## config.mk

```make
export PLATFORM = sky130hd
export DESIGN_NAME = serial_adder_flat
export DESIGN_NICKNAME = d
export VERILOG_FILES = /design/src/rtl/serial_adder_if.sv /design/src/rtl/serial_adder.sv /design/src/flat_wrapper.sv
export SDC_FILE = /design/constraint.sdc
export NUM_CORES = 1
export LEC_CHECK = 0
export ABC_AREA = 1
export BUFFER_PORTS_ARGS = -buffer_cell sky130_fd_sc_hd__buf_2
export CORE_MARGIN = 8
export CORE_UTILIZATION = 28
export CTS_CLUSTER_DIAMETER = 150
export DETAILED_ROUTE_END_ITERATION = 7
export PLACE_DENSITY_LB_ADDON = 0.05
export SYNTH_ARGS = -nofsm -noshare
export SYNTH_HDL_FRONTEND = slang
export SYNTH_SLANG_ARGS = --single-unit
```

## constraint.sdc

```tcl
create_clock -name clk -period 1.7 [get_ports clk]
set_input_delay 0.17 -clock clk [delete_from_list [all_inputs] [get_ports clk]]
set_output_delay 0.17 -clock clk [all_outputs]
set_load 0.05 [all_outputs]
```

## src/rtl/serial_adder_if.sv

```systemverilog
// serial_adder_if: start/busy/done handshake plus operand and result bus
// for serial_adder. With ADD_SUB_EN defined, the bus also carries the
// per-operation add/subtract select "sub".
interface serial_adder_if #(
  parameter int WIDTH = 8
);
  logic             start;
  logic [WIDTH-1:0] a;
  logic [WIDTH-1:0] b;
`ifdef ADD_SUB_EN
  logic             sub;
`endif
  logic             busy;
  logic             done;
  logic [WIDTH-1:0] s;
  logic             c;
  logic             ovf;

`ifdef ADD_SUB_EN
  // Requester side: issues operations, observes status and results.
  modport master (
    output start, a, b, sub,
    input  busy, done, s, c, ovf
  );

  // Adder side: accepts operations, returns status and results.
  modport slave (
    input  start, a, b, sub,
    output busy, done, s, c, ovf
  );
`else
  // Requester side: issues operations, observes status and results.
  modport master (
    output start, a, b,
    input  busy, done, s, c, ovf
  );

  // Adder side: accepts operations, returns status and results.
  modport slave (
    input  start, a, b,
    output busy, done, s, c, ovf
  );
`endif
endinterface

```

## src/rtl/serial_adder.sv

```systemverilog
// serial_adder: bit-serial WIDTH-bit adder, one bit per clock, LSB first.
// An accepted request takes WIDTH+1 edges (accept, then WIDTH bit steps);
// results land in output registers that hold until the next completion.
// Optional feature macro: ADD_SUB_EN adds the "sub" input. When sub=1 the
// adder computes A + ~B + 1 (A-B); c=1 then means no borrow.
// Legal WIDTH range is 2..64.
module serial_adder #(
  parameter int WIDTH = 8
) (
  input  logic          clk,
  input  logic          rst,
  serial_adder_if.slave bus
);

  // Counter needs to reach WIDTH-1 without wrapping for every legal WIDTH.
  localparam int              CNT_W    = $clog2(WIDTH) + 1;
  localparam logic [CNT_W-1:0] LAST_BIT = CNT_W'(WIDTH - 1);

  typedef enum logic [1:0] {
    IDLE = 2'd0,
    RUN  = 2'd1,
    DONE = 2'd2
  } state_t;

  state_t           state;
  state_t           state_nxt;

  logic             load;
  logic             step;
  logic             last;
  logic             sub_sel;

  logic [WIDTH-1:0] a_sr;
  logic [WIDTH-1:0] b_sr;
  logic [WIDTH-1:0] sum_sr;
  logic [WIDTH-1:0] sum_nxt;
  logic             cy;
  logic             cy_nxt;
  logic             bit_sum;
  logic [CNT_W-1:0] cnt;

  logic [WIDTH-1:0] s_q;
  logic             c_q;
  logic             ovf_q;

  // Carry out of a full-adder cell.
  function automatic logic maj3(input logic x, input logic y, input logic z);
    return (x & y) | (x & z) | (y & z);
  endfunction

  // Sum bit of a full-adder cell.
  function automatic logic xor3(input logic x, input logic y, input logic z);
    return x ^ y ^ z;
  endfunction

`ifdef ADD_SUB_EN
  // Subtract select is only looked at on the accepting edge, so toggling it
  // while running cannot disturb the operation in flight.
  assign sub_sel = bus.sub;
`else
  assign sub_sel = 1'b0;
`endif

  // One full-adder cell shared across all bit positions.
  assign bit_sum = xor3(a_sr[0], b_sr[0], cy);
  assign cy_nxt  = maj3(a_sr[0], b_sr[0], cy);
  assign sum_nxt = {bit_sum, sum_sr[WIDTH-1:1]};

  // State register; reset wins over any pending start.
  always_ff @(posedge clk) begin
    if (rst) begin
      state <= IDLE;
    end else begin
      state <= state_nxt;
    end
  end

  // Next-state decode and datapath strobes.
  always_comb begin
    state_nxt = state;
    load      = 1'b0;
    step      = 1'b0;
    last      = 1'b0;
    unique case (state)
      IDLE: begin
        if (bus.start) begin
          load      = 1'b1;
          state_nxt = RUN;
        end
      end
      RUN: begin
        // start is deliberately ignored here: operands are never re-sampled.
        step = 1'b1;
        if (cnt == LAST_BIT) begin
          last      = 1'b1;
          state_nxt = DONE;
        end
      end
      DONE: begin
        if (bus.start) begin
          load      = 1'b1;
          state_nxt = RUN;
        end else begin
          state_nxt = IDLE;
        end
      end
      default: begin
        state_nxt = IDLE;
      end
    endcase
  end

  // Operand shift registers, partial sum, carry flop and bit counter.
  always_ff @(posedge clk) begin
    if (rst) begin
      a_sr   <= '0;
      b_sr   <= '0;
      sum_sr <= '0;
      cy     <= 1'b0;
      cnt    <= '0;
    end else if (load) begin
      a_sr   <= bus.a;
      b_sr   <= sub_sel ? ~bus.b : bus.b;
      sum_sr <= '0;
      cy     <= sub_sel;
      cnt    <= '0;
    end else if (step) begin
      a_sr   <= a_sr >> 1;
      b_sr   <= b_sr >> 1;
      sum_sr <= sum_nxt;
      cy     <= cy_nxt;
      cnt    <= cnt + CNT_W'(1);
    end
  end

  // Result registers: written only on the final bit, so they hold the
  // previous result while the next operation runs. The carry flop still
  // holds the carry into the MSB during the final step, which gives ovf.
  always_ff @(posedge clk) begin
    if (rst) begin
      s_q   <= '0;
      c_q   <= 1'b0;
      ovf_q <= 1'b0;
    end else if (last) begin
      s_q   <= sum_nxt;
      c_q   <= cy_nxt;
      ovf_q <= cy ^ cy_nxt;
    end
  end

  assign bus.busy = (state == RUN);
  assign bus.done = (state == DONE);
  assign bus.s    = s_q;
  assign bus.c    = c_q;
  assign bus.ovf  = ovf_q;

endmodule
```

## src/flat_wrapper.sv

```systemverilog
// flat-port wrapper written by rule: the top's interface ports become plain ports
module serial_adder_flat 
#(
  parameter int WIDTH = 8
)
  (clk, rst, bus_start, bus_a, bus_b, bus_busy, bus_done, bus_s, bus_c, bus_ovf);
  serial_adder_if #(.WIDTH(WIDTH)) bus_i ();
  input  logic clk;
  input  logic rst;
  input wire logic [$bits(bus_i.start)-1:0] bus_start;
  input wire logic [$bits(bus_i.a)-1:0] bus_a;
  input wire logic [$bits(bus_i.b)-1:0] bus_b;
  output wire logic [$bits(bus_i.busy)-1:0] bus_busy;
  output wire logic [$bits(bus_i.done)-1:0] bus_done;
  output wire logic [$bits(bus_i.s)-1:0] bus_s;
  output wire logic [$bits(bus_i.c)-1:0] bus_c;
  output wire logic [$bits(bus_i.ovf)-1:0] bus_ovf;
  assign bus_i.start = bus_start;
  assign bus_i.a = bus_a;
  assign bus_i.b = bus_b;
  assign bus_busy = bus_i.busy;
  assign bus_done = bus_i.done;
  assign bus_s = bus_i.s;
  assign bus_c = bus_i.c;
  assign bus_ovf = bus_i.ovf;
  serial_adder #(.WIDTH(WIDTH)) u_core (.clk(clk), .rst(rst), .bus(bus_i));
endmodule
```

==> results of run 1 <==
layout by cell type, fill, tap and decap left out:
| cell | Yosys | final |
|---|---|---|
| ha_1 | 1 | 1 |
| a21oi_1 | 17 | 17 |
| nand2_1 | 65 | 65 |
| nand2_4 | 2 | 2 |
| o21ai_2 | 6 | 6 |
| xor2_1 | 1 | 1 |
| nor2_4 | 4 | 4 |
| o21ai_1 | 1 | 1 |
| fa_1 | 1 | 1 |
| nand2_2 | 3 | 3 |
| nand2_8 | 1 | 1 |
| o21ai_0 | 5 | 5 |
| bufinv_16 | 0 | 1 |
| inv_2 | 4 | 4 |
| buf_4 | 3 | 4 |
| dfxtp_1 | 40 | 39 |
| dfxtp_2 | 0 | 1 |
| inv_4 | 1 | 1 |
| nor2_1 | 31 | 31 |
| inv_1 | 31 | 31 |
| clkbuf_8 | 0 | 7 |
| buf_2 | 4 | 30 |
| inv_8 | 1 | 1 |
| nand3_1 | 27 | 27 |
per-stage QoR:
step / power [W] / util / instances / hold WS (ns) / setup WS [ns]
floorplan: 0.00122 / - / 252 / 0.305 / 0.436
global placement: 0.00129 / 0.321 / 353 / 0.394 / 0.348
detailed placement: 0.00129 / 0.321 / 353 / 0.404 / 0.301
CTS: 0.00216 / 0.341 / 361 / 0.0984 / 0.0201
global route: 0.00224 / 0.341 / 361 / 0.0999 / 0.0868
finish: 0.00210 / 0.341 / 361 / 0.110 / 0.193
flip-flops by register name, indices dropped and copies added (netlist names):
| name | count |
|---|---|
| u_core.cy | 1 |
| u_core.bus.s | 8 |
| u_core.bus.c | 1 |
| u_core.cnt | 4 |
| u_core.a_sr | 8 |
| u_core.bus.ovf | 1 |
| u_core.state | 2 |
| u_core.sum_sr | 7 |
| u_core.b_sr | 8 |
report_power, final:
| group | total, W | internal (W) | switching [W] | leakage (nW) |
|---|---|---|---|---|
| logic | 0.000250 | 0.0000907 | 0.000159 | 0.649 |
| registers | 0.00101 | 0.000979 | 0.0000288 | 0.326 |
| clock network | 0.000844 | 0.000518 | 0.000326 | 0.0645 |
| total | 0.00210 | 0.00159 | 0.000514 | 1.04 |
kinds of logic (layout without fill, tap and decap cells):
kind of cell,after synthesis,after routing,share of synthesized area
buf+inv,47,79,0.123
xor+xnor,1,1,0.00477
compound gates,29,29,0.0913
fa+ha+maj,2,2,0.0177
flops,40,40,0.436
simple gates,133,133,0.328
layer usage:
metal / vias to the layer above / GRT usage
met1: 628 / 0.133
met2: 29 / 0.129
met5: - / 0
met3: 2 / 0.0349
li1: 835 / -
met4: 0 / 0.0249
final timing paths:
| kind | start | end | slack [ns] | depth (start not counted) |
|---|---|---|---|---|
| worst min register to register | u_core.bus.s[1] | u_core.bus.s[1] | 0.47 | 2 |
| worst max-delay path | u_core.state[1] | bus_busy | 0.19 | 4 |
| worst min-delay path | bus_b[7] | u_core.b_sr[7] | 0.11 | 3 |
| worst max register to register | u_core.cnt[1] | u_core.bus.s[5] | 0.40 | 7 |
cell type report:
type | instances | area, um2 | share of cell area
Timing Repair Buffer | 34 | 180 | 0.0832
Clock inverter | 1 | 30.0 | 0.0139
Tap cell | 77 | 96.3 | 0.0445
Clock buffer | 7 | 96.3 | 0.0445
Sequential cell | 40 | 802 | 0.371
Multi-Input combinational cell | 165 | 811 | 0.375
Inverter | 37 | 149 | 0.0688
critical path, stage by stage, from the launching register on:
cell	delay [ns]
dfxtp_1	0.35
inv_4	0.12
nand2_8	0.15
inv_8	0.14
buf_2	0.28
==> impl_metrics.toml, run 1 <==
[floorplanning]
initial_utilization = 0.289
die_y_um = 97.0
io_pins = 31
core.rowCount = 29
die_w_um = 97.0
die_area_um2 = 9410
coreArea_um2 = 6350

[pwr]
p_leak_nw = 1.04
ir_drop_uv = 324
p_per_area_nw_per_um2 = 971

[critical_path]
startpoint_type = "flop"
arrival_ns = 1.34
worstSetupPathType = "reg2out"
worst_setup_path_end_kind = "output pin"
critPathMaxFanout = 26
critPathRequiredTime_ns = 1.53

[clocking]
cts_inserted_buffers = 5
cts_tree = "yes"
postCtsSetupRepairBufs = 0
cts_resized = 0
clkSinkCount = 40
cts-htree-levels = 2
clk_pin_slew_ns = 0.08
hold_buffers = 0
clockRootBuffer = "clkbuf_8"
cts_buffer_depth = 2
clk_latency_ns = 0.29

[place]
dp_hpwl_mm = 3.09
place_area_um2 = 2040
gp_congestion = 0.773
portBuffers = 30

[yosys]
syn_area_um2 = 1840
ys_types = 22
seq_area_frac_synth = 0.436
synth_top_area_share = 0.436
synth_commonest_cells = "65 x nand2_1, 40 x dfxtp_1, 31 x inv_1, 31 x nor2_1, 27 x nand3_1"
synth_fp_nets = 273
avgSynthCellArea_um2 = 7.29
ys.flop_type = "dfxtp_1"
ys_ff_latch = 40
ys_async_sr_fraction = 0
synth.most_common_cell = "nand2_1"
yosys.area.top_type = "dfxtp_1"
synth_cells = 252
synth-edff-count = 0
ys_top_cells_by_area = "dfxtp_1 44%, nand2_1 13%, nand3_1 7.4%, inv_1 6.3%, nor2_1 6.3%"
yosysWarnings = 0

[outcome]
status = "finished, final reports clean"

[routing]
wl_met3_um = 152
via_per_inst = 4.14
wl_met2_mm = 1.64
wl_per_cell_um = 11.6
wl_met1_mm = 2.37
postRouteAntennaNets = 0
drc = 0
drt-total-wl_mm = 4.19
maxUsedRoutingLayer = "met4"
drtIter0Drc = 112
dr_total_vias = 1494
dr.pass1.iters = 4

[finish]
postLayoutCellArea_um2 = 2160
n_antenna_cell = 0
nFillCells = 681
nets = 304
syn2layout_area_growth_pct = 17.8
drive_gt1_frac = 0.229

[sta]
hold_viol = 0
tns_ns = 0
rsz0062_at_grt = "no"
tightest_slew_ns = 0.438
setup_viol = 0
post-route-period-util = 0.886
slew_headroom = 0.707
slew_viol_final = 0
finClkSkew_ns = 0.00845
min_period_ns = 1.51
fmaxAchievable_ghz = 0.664

[grt]
grt_usage = 0.0943
overflow = 0
grt_max_degree = 27
grt_pass1_vias = 1494
grt_pass1_wl_mm = 7.43
grt_antenna_before_repair = 0

[flow_run]
drv_cap = 0

[hold_path]
hold_path_class = "in2reg"
Power figures use the tool's default switching activity.
==> inputs of run 2 (changes only) <==
--- a/config.mk
+++ b/config.mk
@@ -9,8 +9,10 @@
 export BUFFER_PORTS_ARGS = -buffer_cell sky130_fd_sc_hd__buf_2
 export CORE_MARGIN = 8
 export CORE_UTILIZATION = 28
+export CTS_BUF_LIST = sky130_fd_sc_hd__clkbuf_4 sky130_fd_sc_hd__clkbuf_8
 export CTS_CLUSTER_DIAMETER = 150
 export DETAILED_ROUTE_END_ITERATION = 7
+export GPL_ROUTABILITY_DRIVEN = 0
 export PLACE_DENSITY_LB_ADDON = 0.05
 export SYNTH_ARGS = -nofsm -noshare
 export SYNTH_HDL_FRONTEND = slang
==> constraint.sdc (replaced) <==
create_clock -name clk -period 1.8 [get_ports clk]
set_input_delay 0.18 -clock clk [delete_from_list [all_inputs] [get_ports clk]]
set_output_delay 0.18 -clock clk [all_outputs]
set_load 0.05 [all_outputs]
==> run 2 against run 1 <==
Via count grew 0.33%. Cell area shrank 0.98%. Global-route usage down 0.33 points. Non-clock buffer count decreased by 2. Worst setup slack got worse by 0.068 ns. Sequential cell count is the same. First-iteration DRC count shrank 48%. Sequential power fell by 6%. Die area unchanged.
==> impl_metrics.toml, run 2 (synthesis gave the netlist of run 1 again) <==
[sta]
slew_headroom = 0.714
setup_viol = 0
post-route-period-util = 0.930
setup_ws_ns = 0.125
rsz0062_at_grt = "no"
slew_viol_final = 0
hold_viol = 0
finClkSkew_ns = 0.00803
tns_ns = 0
min_period_ns = 1.67
fmaxAchievable_ghz = 0.597
tightest_slew_ns = 0.429

[critical_path]
slowest_delay_ns = 0.56
cp.depth = 3
critPathMaxFanout = 26
critPathRequiredTime_ns = 1.62
startpoint_type = "flop"
crit_buf_inv = 2
slowest_stage = "dfxtp_1"
worst_setup_path_end_kind = "output pin"
r2r_cells = 4
arrival_ns = 1.49
crit_chain = "nand2_8, inv_8, buf_2"
worstSetupPathType = "reg2out"
crit_family = "flip-flops"

[routing]
dr_total_vias = 1499
postRouteAntennaNets = 0
drc = 0
via_per_inst = 4.18
dr.pass1.iters = 4
drtIter0Drc = 58
wl_per_cell_um = 11.5
drt-total-wl_mm = 4.13

[floorplanning]
die_y_um = 97.0
coreArea_um2 = 6350
die_w_um = 97.0
io_pins = 31
core.rowCount = 29
die_area_um2 = 9410
initial_utilization = 0.289

[clocking]
cts_tree = "yes"
postCtsSetupRepairBufs = 0
clk_latency_ns = 0.30
clockRootBuffer = "clkbuf_8"
cts_inserted_buffers = 5
clk_pin_slew_ns = 0.08
clkSinkCount = 40
hold_buffers = 0
cts-htree-levels = 2
cts_buffer_depth = 2
cts_resized = 0

[place]
portBuffers = 30
place_ws_ns = 0.370
dp_hpwl_mm = 2.97
place_area_um2 = 2020
dp.cells = 351

[finish]
final_util = 0.338
nFillCells = 692
nets = 302
layout_commonest_cell = "nand2_1"
drive_gt1_frac = 0.220
final_cell_mix = "65 x nand2_1, 40 x dfxtp_1, 31 x nor2_1, 31 x inv_1, 30 x buf_2"
postLayoutCellArea_um2 = 2140
n_antenna_cell = 0
syn2layout_area_growth_pct = 16.7
fin_cells = 359

[hold_path]
hold_path_class = "in2reg"
whs_path_depth = 3

[grt]
grt_usage = 0.0910
overflow = 0
grt_max_degree = 27
grt_pass1_wl_mm = 7.11
grt_antenna_before_repair = 0
grt_pass1_vias = 1468

[pwr]
p_per_area_nw_per_um2 = 916
p_leak_nw = 1.03
ir_drop_uv = 333

[flow_run]
drv_cap = 0

[outcome]
status = "finished, final reports clean"
run 2: cell types whose count changed in the layout (fill, tap and decap cells not counted), sizes merged:
cell / before / now
buf: 34 / 32
clkbuf: 7 / 6
clkinv: 0 / 1
run 2: cell type report:
type / instances / area, um2 / area share
repair buffers: 32 / 165 / 0.0771
inverters: 37 / 149 / 0.0695
clock buffers: 6 / 82.6 / 0.0385
flip-flops and latches: 40 / 801 / 0.374
multi-input cells: 165 / 811 / 0.378
clock inverters: 2 / 38.8 / 0.0181
well taps: 77 / 96.3 / 0.0450
run 2: per-layer routing:
| layer | up-vias | track usage | wire, um |
|---|---|---|---|
| li1 | 827 | - | - |
| met1 | 634 | 0.121 | 2200 |
| met2 | 30 | 0.129 | 1640 |
| met3 | 8 | 0.0306 | 220 |
| met4 | 0 | 0.0402 | 68 |
| met5 | - | 0 | 0 |
run 2: final timing paths:
check	to	slack (ns)	start
worst max-delay path	bus_busy	0.13	u_core.state[0]
worst min-delay path	u_core.a_sr[7]	0.12	bus_a[7]
worst max register to register	u_core.bus.s[7]	0.37	u_core.state[0]
worst min register to register	u_core.bus.s[3]	0.47	u_core.bus.s[3]
run 2: worst min-delay path, stage by stage:
cell    delay (ns)
buf_2         0.07
nor2_1        0.03
nor2_1        0.09
run 2: metrics by stage:
| stage | hold slack, ns | power (W) |
|---|---|---|
| global placement | 0.406 | 0.00121 |
| finish | 0.116 | 0.00196 |
| floorplan | 0.315 | 0.00115 |
| detailed placement | 0.418 | 0.00121 |
| global route | 0.131 | 0.00207 |
| CTS | 0.102 | 0.00200 |
run 2: where the power goes:
group	internal, W	switching (W)
registers	0.000924	0.0000272
clock network	0.000454	0.000327
logic	0.0000819	0.000149
